## src/rtl/jogo_pkg.sv

```systemverilog
// Shared constants for the tic-tac-toe move controller: FSM state codes,
// winner codes, full-board mask and the eight win-line masks.
package jogo_pkg;

  typedef enum logic [2:0] {
    E_INICIAL  = 3'd0,
    E_ESPERA   = 3'd1,
    E_VALIDA   = 3'd2,
    E_REGISTRA = 3'd3,
    E_VERIFICA = 3'd4,
    E_TROCA    = 3'd5,
    E_FIM      = 3'd6
  } estado_e;

  localparam logic [1:0] V_NENHUM = 2'b00;
  localparam logic [1:0] V_X      = 2'b01;
  localparam logic [1:0] V_O      = 2'b10;
  localparam logic [1:0] V_EMPATE = 2'b11;

  localparam logic [8:0] TABULEIRO_CHEIO = 9'h1FF;

  // Bit i of a mask is cell i: rows, columns, then the two diagonals.
  localparam logic [7:0][8:0] LINHAS = {
    9'h054,  // {2,4,6}
    9'h111,  // {0,4,8}
    9'h124,  // {2,5,8}
    9'h092,  // {1,4,7}
    9'h049,  // {0,3,6}
    9'h1C0,  // {6,7,8}
    9'h038,  // {3,4,5}
    9'h007   // {0,1,2}
  };

endpackage

```

## src/rtl/controlador_jogadas_if.sv

```systemverilog
// Move-request / board-status bundle between the input decoder, the move
// controller and the display logic. The timeout strobe exists only when
// JOGADA_TIMEOUT_EN is defined.
interface controlador_jogadas_if;
  logic       iniciar;
  logic       jogada;
  logic [3:0] posicao;
  logic       pronto;
  logic       vez;
  logic [8:0] tab_x;
  logic [8:0] tab_o;
  logic       jogada_invalida;
  logic       fim_jogo;
  logic [1:0] vencedor;
  logic [2:0] db_estado;
`ifdef JOGADA_TIMEOUT_EN
  logic       timeout;
`endif

  modport master (
    output iniciar, jogada, posicao,
    input  pronto, vez, tab_x, tab_o, jogada_invalida, fim_jogo, vencedor, db_estado
`ifdef JOGADA_TIMEOUT_EN
    , input timeout
`endif
  );

  modport slave (
    input  iniciar, jogada, posicao,
    output pronto, vez, tab_x, tab_o, jogada_invalida, fim_jogo, vencedor, db_estado
`ifdef JOGADA_TIMEOUT_EN
    , output timeout
`endif
  );
endinterface

```

## src/rtl/controlador_jogadas_detector_vitoria.sv

```systemverilog
// Combinational win detector: flags a 9-bit mark register that covers any
// of the eight tic-tac-toe lines.
module detector_vitoria
  import jogo_pkg::*;
(
  input  logic [8:0] marcas,
  output logic       vitoria
);

  // OR over the masked-AND check of every line
  always_comb begin
    vitoria = 1'b0;
    for (int i = 0; i < 8; i++) begin
      if ((marcas & LINHAS[i]) == LINHAS[i]) vitoria = 1'b1;
    end
  end

endmodule

```

## src/rtl/controlador_jogadas.sv

```systemverilog
// Tic-tac-toe move controller: accepts one move at a time, validates it
// against occupancy, writes it to the current player's board, then checks
// for a win or draw and passes the turn.
// Optional macro JOGADA_TIMEOUT_EN: an idle move timeout in ESPERA passes
// the turn and pulses the timeout output.
module controlador_jogadas
  import jogo_pkg::*;
#(
  parameter bit          JOGADOR_INICIAL = 1'b0,
  parameter int unsigned TIMEOUT_CICLOS  = 5000
) (
  input logic                   clock,
  input logic                   clear,
  controlador_jogadas_if.slave  bus
);

  estado_e    estado_q, estado_d;
  logic [8:0] tab_x_q, tab_x_d;
  logic [8:0] tab_o_q, tab_o_d;
  logic [3:0] pos_q, pos_d;
  logic       vez_q, vez_d;
  logic [1:0] vencedor_q, vencedor_d;
  logic [8:0] ocupado;
  logic [8:0] celula;
  logic       invalida;
  logic       vitoria;

`ifdef JOGADA_TIMEOUT_EN
  localparam int unsigned CntW = (TIMEOUT_CICLOS > 1) ? $clog2(TIMEOUT_CICLOS) : 1;
  localparam logic [CntW-1:0] CntMax = CntW'(TIMEOUT_CICLOS - 1);
  logic [CntW-1:0] cnt_q, cnt_d;
  logic            timeout_q, timeout_d;
`endif

  assign ocupado  = tab_x_q | tab_o_q;
  // One-hot of the latched cell; all zero for out-of-range positions
  assign celula   = 9'(1) << pos_q;
  assign invalida = (pos_q > 4'd8) || (|(ocupado & celula));

  detector_vitoria u_detector (
    .marcas  (vez_q ? tab_o_q : tab_x_q),
    .vitoria (vitoria)
  );

  // State and board registers, cleared asynchronously
  always_ff @(posedge clock or posedge clear) begin
    if (clear) begin
      estado_q   <= E_INICIAL;
      tab_x_q    <= '0;
      tab_o_q    <= '0;
      pos_q      <= '0;
      vez_q      <= JOGADOR_INICIAL;
      vencedor_q <= V_NENHUM;
`ifdef JOGADA_TIMEOUT_EN
      cnt_q      <= '0;
      timeout_q  <= 1'b0;
`endif
    end else begin
      estado_q   <= estado_d;
      tab_x_q    <= tab_x_d;
      tab_o_q    <= tab_o_d;
      pos_q      <= pos_d;
      vez_q      <= vez_d;
      vencedor_q <= vencedor_d;
`ifdef JOGADA_TIMEOUT_EN
      cnt_q      <= cnt_d;
      timeout_q  <= timeout_d;
`endif
    end
  end

  // Next-state and register updates; iniciar overrides every transition
  always_comb begin
    estado_d   = estado_q;
    tab_x_d    = tab_x_q;
    tab_o_d    = tab_o_q;
    pos_d      = pos_q;
    vez_d      = vez_q;
    vencedor_d = vencedor_q;
`ifdef JOGADA_TIMEOUT_EN
    cnt_d      = '0;
    timeout_d  = 1'b0;
`endif
    if (bus.iniciar) begin
      estado_d   = E_ESPERA;
      tab_x_d    = '0;
      tab_o_d    = '0;
      vez_d      = JOGADOR_INICIAL;
      vencedor_d = V_NENHUM;
    end else begin
      unique case (estado_q)
        E_INICIAL: ;
        E_ESPERA: begin
          if (bus.jogada) begin
            pos_d    = bus.posicao;
            estado_d = E_VALIDA;
          end
`ifdef JOGADA_TIMEOUT_EN
          else if (cnt_q == CntMax) begin
            estado_d  = E_TROCA;
            timeout_d = 1'b1;
          end else begin
            cnt_d = cnt_q + 1'b1;
          end
`endif
        end
        E_VALIDA:   estado_d = invalida ? E_ESPERA : E_REGISTRA;
        E_REGISTRA: begin
          if (vez_q) tab_o_d = tab_o_q | celula;
          else       tab_x_d = tab_x_q | celula;
          estado_d = E_VERIFICA;
        end
        E_VERIFICA: begin
          // A completed line wins even when it also fills the board
          if (vitoria) begin
            vencedor_d = vez_q ? V_O : V_X;
            estado_d   = E_FIM;
          end else if (ocupado == TABULEIRO_CHEIO) begin
            vencedor_d = V_EMPATE;
            estado_d   = E_FIM;
          end else begin
            estado_d = E_TROCA;
          end
        end
        E_TROCA: begin
          vez_d    = ~vez_q;
          estado_d = E_ESPERA;
        end
        E_FIM:   ;
        default: estado_d = E_INICIAL;
      endcase
    end
  end

  // State-decoded status outputs
  always_comb begin
    bus.pronto          = (estado_q == E_ESPERA);
    bus.fim_jogo        = (estado_q == E_FIM);
    bus.jogada_invalida = (estado_q == E_VALIDA) && invalida;
    bus.db_estado       = estado_q;
    bus.vez             = vez_q;
    bus.tab_x           = tab_x_q;
    bus.tab_o           = tab_o_q;
    bus.vencedor        = vencedor_q;
`ifdef JOGADA_TIMEOUT_EN
    bus.timeout         = timeout_q;
`endif
  end

endmodule

```

## src/flat_wrapper.sv

```systemverilog
// flat-port wrapper written by rule: the top's interface ports become plain ports
module controlador_jogadas_flat import jogo_pkg::*;
#(
  parameter bit          JOGADOR_INICIAL = 1'b0,
  parameter int unsigned TIMEOUT_CICLOS  = 5000
)
  (clock, clear, bus_iniciar, bus_jogada, bus_posicao, bus_pronto, bus_vez, bus_tab_x, bus_tab_o, bus_jogada_invalida, bus_fim_jogo, bus_vencedor, bus_db_estado);
  controlador_jogadas_if bus_i ();
  input logic clock;
  input logic clear;
  input wire logic [$bits(bus_i.iniciar)-1:0] bus_iniciar;
  input wire logic [$bits(bus_i.jogada)-1:0] bus_jogada;
  input wire logic [$bits(bus_i.posicao)-1:0] bus_posicao;
  output wire logic [$bits(bus_i.pronto)-1:0] bus_pronto;
  output wire logic [$bits(bus_i.vez)-1:0] bus_vez;
  output wire logic [$bits(bus_i.tab_x)-1:0] bus_tab_x;
  output wire logic [$bits(bus_i.tab_o)-1:0] bus_tab_o;
  output wire logic [$bits(bus_i.jogada_invalida)-1:0] bus_jogada_invalida;
  output wire logic [$bits(bus_i.fim_jogo)-1:0] bus_fim_jogo;
  output wire logic [$bits(bus_i.vencedor)-1:0] bus_vencedor;
  output wire logic [$bits(bus_i.db_estado)-1:0] bus_db_estado;
  assign bus_i.iniciar = bus_iniciar;
  assign bus_i.jogada = bus_jogada;
  assign bus_i.posicao = bus_posicao;
  assign bus_pronto = bus_i.pronto;
  assign bus_vez = bus_i.vez;
  assign bus_tab_x = bus_i.tab_x;
  assign bus_tab_o = bus_i.tab_o;
  assign bus_jogada_invalida = bus_i.jogada_invalida;
  assign bus_fim_jogo = bus_i.fim_jogo;
  assign bus_vencedor = bus_i.vencedor;
  assign bus_db_estado = bus_i.db_estado;
  controlador_jogadas #(.JOGADOR_INICIAL(JOGADOR_INICIAL), .TIMEOUT_CICLOS(TIMEOUT_CICLOS)) u_core (.clock(clock), .clear(clear), .bus(bus_i));
endmodule
```

## config.mk

```make
export PLATFORM = sky130hd
export DESIGN_NAME = controlador_jogadas_flat
export DESIGN_NICKNAME = d
export VERILOG_FILES = /design/src/rtl/jogo_pkg.sv /design/src/rtl/controlador_jogadas_if.sv /design/src/rtl/controlador_jogadas_detector_vitoria.sv /design/src/rtl/controlador_jogadas.sv /design/src/flat_wrapper.sv
export SDC_FILE = /design/constraint.sdc
export NUM_CORES = 1
export LEC_CHECK = 0
export ABC_AREA = 1
export BUFFER_PORTS_ARGS = -buffer_cell sky130_fd_sc_hd__clkbuf_2
export CAP_MARGIN = 20
export CORE_MARGIN = 1.5
export CORE_UTILIZATION = 58
export CTS_CLUSTER_DIAMETER = 60
export DETAILED_ROUTE_END_ITERATION = 10
export PLACE_DENSITY = 0.82
export SKIP_CTS_REPAIR_TIMING = 1
export SYNTH_ARGS = -nofsm -noshare
export SYNTH_HDL_FRONTEND = slang
export SYNTH_SLANG_ARGS = --single-unit
```

## constraint.sdc

```tcl
create_clock -name clock -period 3 [get_ports clock]
set_clock_uncertainty 0.1 [all_clocks]
set_input_delay 0.3 -clock clock [delete_from_list [all_inputs] [get_ports clock]]
set_output_delay 0.3 -clock clock [all_outputs]
set_load 0.05 [all_outputs]
```

* After elaboration in Yosys (flattened, before gate mapping) *
Index checks and enable logic that the tools add are counted.

word-level totals
  bits of input ports = 8
  output and inout port bits = 27
  register bits = 28
  logic and storage cells = 75

cells by class
  shift operators = 1
  bitwise operators = 6
  equal/unequal tests = 18
  reduce and logical (&&, ||, !) cells = 15
  order comparisons = 1
  multiplexer cells = 28

operators with widths
  kind                   count
  $mux W9                7
  $eq A3 B3 Y1 const B   11
  $or A9 B9 Y9           3
  $pmux W3 S6            1
  $mux W2                7
  $mux W1                10
  $and A9 B9 Y9          1
  $eq A9 B9 Y1 const B   1
  $mux W3                3
  $reduce_or A9 Y1       1
  $shl A1 B4 Y9 const A  1
  $reduce_and A2 Y1      4
  $reduce_bool A2 Y1     4
  $eq A3 B2 Y1 const B   2
  $gt A4 B4 Y1 const B   1
  $eq A3 B1 Y1 const B   1
  $logic_not A3 Y1       1
  $ne A3 B3 Y1 const B   1
  $reduce_and A3 Y1      1
  $reduce_bool A3 Y1     1
  $ne A2 B1 Y1 const B   1
  $ne A2 B2 Y1 const B   1
  $not A1 Y1             2
  $reduce_or A2 Y1       1
  2 further kinds        2

* Longest topological paths before layout *
  depth after elaboration = 13
  depth in mapped cells = 13
  depth with buffers taken out = 13

* Cells and area by module *
From an unflattened synthesis, not the netlist that was laid out.

unflattened totals
  cells, all modules = 240
  area total of the unflattened synthesis = 1635.3 µm²

modules (own cells, without submodules)
  module               sequential area each (µm²)  area each (µm²)  cells an instance  times used
  controlador_jogadas  700.7                       1556.5           219                1
  detector_vitoria     0.0                         78.8             21                 1

* Worst setup path before layout *
Ideal clock, no wire load.

  path kind = register to register
  start = register u_core.estado_q[0], in the netlist u_core.bus.db_estado[0]
  end = register u_core.pos_q[0]
  slack = 0.090 ns
  period minus slack after synthesis = 2.910 ns
  arrival = 2.680 ns
  path buffers = 0
  library setup time = 0.129 ns
  stages on the path, launching flop included = 6
  required time = 2.771 ns
  cells stage by stage = dfrtp_1 > inv_1 > nor3_1 > nand3_1 > nor2_1 > a21oi_1

between the ends
  cells in the longest elaborated chain, start to end = 2

ends and longest elaborated chain
  what                                line                       source
  start, declared                     controlador_jogadas.sv:17  estado_e estado_q, estado_d;
  start signal, assigned              controlador_jogadas.sv:59  estado_q <= estado_d;
  $eq A3 B1 Y1                        -
  named net bus_pronto                flat_wrapper.sv:14         output wire logic [$bits(bus_i.pronto)-1:0] bus_pronto;
  $reduce_and A3 Y1 (no source line)  -
  end signal, assigned                controlador_jogadas.sv:62  pos_q <= pos_d;
  end, declared                       controlador_jogadas.sv:20  logic [3:0] pos_q, pos_d;

The timed path passes the listed nets, and every way through them passes these cells.
A chain may end at the register's enable or synchronous reset.

* Final worst setup path *
  start = register u_core.pos_q[3]
  end = output bus_jogada_invalida

between the ends
  cells in the longest elaborated chain, start to end = 5
  elaborated cells on any way between the ends = 6
  those cells by class = 1 x order compare; 1 x shift; 1 x bitwise; 3 x reduce/logical

ends and longest elaborated chain
  what                     line                        source
  $shl A1 B4 Y9            controlador_jogadas.sv:37   assign celula = 9'(1) << pos_q;
  $and A9 B9 Y9            controlador_jogadas.sv:38   assign invalida = (pos_q > 4'd8) || (|(ocupado & celula));
  $reduce_or A9 Y1         controlador_jogadas.sv:38
  $logic_or A1 B1 Y1 (*)   controlador_jogadas.sv:38
  $logic_and A1 B1 Y1 (*)  controlador_jogadas.sv:139  bus.jogada_invalida = (estado_q == E_VALIDA) && invalida;
  end, declared            flat_wrapper.sv:18          output wire logic [$bits(bus_i.jogada_invalida)-1:0] bus_jogada_invalida;

Mark *: on every way between the ends. The rest lies on a longest branch, timed or not.

==> metrics.txt <==
status completed; core footprint 2760 sq um; worst-skew pair later-pin latency 0.34 ns; via density per instance 5.18; CTS tree yes; synthesized cell area 1690 sq um; n_diodes 0; clock-pin slew on the worst setup and hold paths 0.16 ns; P_sw 0.000531 W; share of cells above drive strength 1 20.8%; clock network power share a little over a fifth; H-tree depth 1; CTS max path bufs 2; Synth Area per Inst between 6 and 7 sq um; Slew Limit Fails 0; Crit. End Element output port; Vias ~1,600; largest net degree at the start of global routing 29; Residual DRC 0; hold depth 3; fin crit share 74.7%; Fill cells 261; Slew @ Worst Pin roughly 0.62 ns; power per cell area 623 nW/um^2; Internal Power 0.000674 W; Power, Total roughly 0.0012 W; WL final 3800 um; post-route minimum period roughly 2.2 ns; sequential cell area ~700 sq um; global-route wire length before repair 6510 um; Largest stage delay, worst path 0.44 ns; Final GP Congestion 0.845; GRT Overall Usage around 25%; area of the multi-input gates 811 sq um; Seq pwr share 40.4%; total gr overflow 0; VDD IR max about 0.65 mV; Switching Share ~44%; register area share after synthesis 41.5%; Final #Nets 292; Initial Util 61.2%; die height 56.9 um; Final Cell Area 1940 sq um; WS Path Type flop to output port; max-cap violations 0; Worst Min Path Start bus_posicao[1]; die boundary width 56.9 um; number of antenna violations at the first check in global routing 0; synthesized flop and latch total 28; FMAX between 400 and 500 MHz; Post-Place Cell Area 1860 sq um; CTS buffer count 3; Pre-Repair DR Iteration Count 4; Clock Sinks 28; Tightest Hold Check Type input port to flop; RSZ-0062 raised after global routing no; # rows 19; Worst Hold End u_core.pos_q[1]$_DFFE_PP0P_; # port buffers 34; Post-Syn Instances 248; Fin Setup TNS 0 ns; critical path arrival around 1.8 ns; worst r2r dst u_core.bus.vencedor[0]$_DFFE_PP0P_; r2r worst-path depth 13; CP startpoint kind flop; Cell Chain, Critical Path inv_1 > nand2_1 > nor2_1 > nand2_1 > nand2_1 > nor2_1 > nand3_1 > nand2_1 > inv_1 > clkbuf_2; crit-path max FO 4; Cell variety after synth 23; Detail Placement HPWL around 2900 um; worst path required time roughly 2.6 ns; Layout area overhead 14.8%; initial DRC count 73; worst path buffer plus inverter count 3; die area 3240 sq um; Worst path slowest cell dfrtp_1; r2r setup slk a little under 1 ns; vias in the first global route 1,519; Gate power share 38.5%; ANT nets after route 0; I/O Pins 35; yosys warns 0; launch point of the worst reg-to-reg path u_core.bus.vez$_DFFE_PP0P_; final-report hold violation count 0; Synth Net Count 256; DR WL/cell between 10 and 15 um; P_leak 1.07 nW; setup violators final 0; CP top delay family simple AND/OR/NAND/NOR gates; Clock Tree Root clkbuf_4; most frequent CP cell nand2_1; Rel. slew slack 58.7%
## synthesized netlist by cell type, drive strengths merged
cell	instances	area share (%)
nand2	90	23
nor2	37	9.0
inv	36	8.2
dfrtp	28	42
a21oi	24	7.1
nand3	11	3.3
o21ai	6	1.8
nand4	3	1.1
nor3	3	0.89
buf	2	0.96
clkbuf	2	0.52
or2	2	0.74
xor2	2	1.0
a211oi	1	0.45
dlymetal6s2s	1	0.74
## cells in the final DEF (no fill, tap or decap)
| master | instances |
|---|---|
| nand2_4 | 2 |
| inv_4 | 1 |
| clkbuf_4 | 3 |
| inv_1 | 35 |
| a21oi_1 | 24 |
| a211oi_1 | 1 |
| o21ai_0 | 5 |
| nor2_4 | 1 |
| nand2_1 | 76 |
| nor3_1 | 3 |
| or2_2 | 2 |
| bufinv_16 | 1 |
| nor2_1 | 34 |
| nor2_2 | 2 |
| nand3_1 | 11 |
| nand2_2 | 12 |
| dfrtp_1 | 28 |
| xor2_1 | 2 |
| clkbuf_2 | 34 |
| dlygate4sd3_1 | 1 |
| nand4_1 | 3 |
| buf_8 | 1 |
| o21ai_1 | 1 |
## worst max path at each step
stage	from	to	slack, ns	cells after the start
2_1_floorplan	u_core.bus.db_estado[0]$_DFFE_PP0P_	u_core.pos_q[0]$_DFFE_PP0P_	0.09	5
3_3_place_gp	u_core.bus.vez$_DFFE_PP0P_	u_core.bus.vencedor[1]$_DFFE_PP0P_	1.0	13
3_5_place_dp	u_core.bus.vez$_DFFE_PP0P_	u_core.bus.vencedor[0]$_DFFE_PP0P_	0.99	13
4_1_cts	u_core.pos_q[3]$_DFFE_PP0P_	bus_jogada_invalida	0.77	10
5_1_grt	u_core.pos_q[3]$_DFFE_PP0P_	bus_jogada_invalida	0.58	10
6_report	u_core.pos_q[3]$_DFFE_PP0P_	bus_jogada_invalida	0.76	10
## routing by layer
layer | vias up | global-route usage, % | part of all wire [%]
met1 | 748 | 34.8 | 46
met2 | 44 | 42.9 | 48
met3 | 5 | 2.07 | 3.9
li1 | 828 | - | -
met5 | - | 0 | 0
met4 | 0 | 6.98 | 1.2
## cell families (layout without fill, tap and decap cells)
| logic type | count (synthesis) | count (layout) | share of synthesized area [%] |
|---|---|---|---|
| and+or+nand+nor | 146 | 146 | 37.7 |
| buffers and inverters | 41 | 76 | 10.4 |
| AOI/OAI and AO/OA | 31 | 31 | 9.35 |
| DFF | 28 | 28 | 41.5 |
| xor gates and xnor gates | 2 | 2 | 1.04 |
## state kept, by name, summed over array words and instances (netlist names)
| signal | count |
|---|---|
| u_core.bus.tab_o | 9 |
| u_core.bus.tab_x | 9 |
| u_core.pos_q | 4 |
| u_core.bus.db_estado | 3 |
| u_core.bus.vencedor | 2 |
| u_core.bus.vez | 1 |
## power groups by stage
| stage | Sequential [W] | Combinational [W] | Clock (W) |
|---|---|---|---|
| after CTS | 0.000487 | 0.000461 | 0.000252 |
| after global placement | 0.000492 | 0.000453 | 0 |
| after detailed placement | 0.000495 | 0.000457 | 0 |
| after global routing | 0.000497 | 0.000512 | 0.000269 |
| after floorplan | 0.000548 | 0.000309 | 0 |
| final | 0.000486 | 0.000464 | 0.000254 |
## metrics by stage
| step | worst slack (ns) | hold WS [ns] | utilization [%] | instances |
|---|---|---|---|---|
| detailed placement | 0.990 | 0.401 | 67.4 | 308 |
| floorplan | 0.0903 | 0.265 | - | 248 |
| global route | 0.579 | 0.0886 | 70.2 | 314 |
| global placement | 0.996 | 0.400 | 67.4 | 308 |
| finish | 0.760 | 0.0841 | 70.2 | 314 |
| CTS | 0.773 | 0.0903 | 69.3 | 312 |
## tightest hold or removal path, stage by stage
cell	delay (ns)
clkbuf_2	0.08
nor2_1	0.09
a21oi_1	0.04
## final cells by class
| cell class | instances | area share, % |
|---|---|---|
| Multi-Input combinational cell | 179 | 41.9 |
| Sequential cell | 28 | 36.2 |
| Tap cell | 31 | 2.00 |
| Inverter | 36 | 7.11 |
| Timing Repair Buffer | 36 | 10.1 |
| Clock buffer | 3 | 1.16 |
| Clock inverter | 1 | 1.55 |
Power figures use the tool's default switching activity.
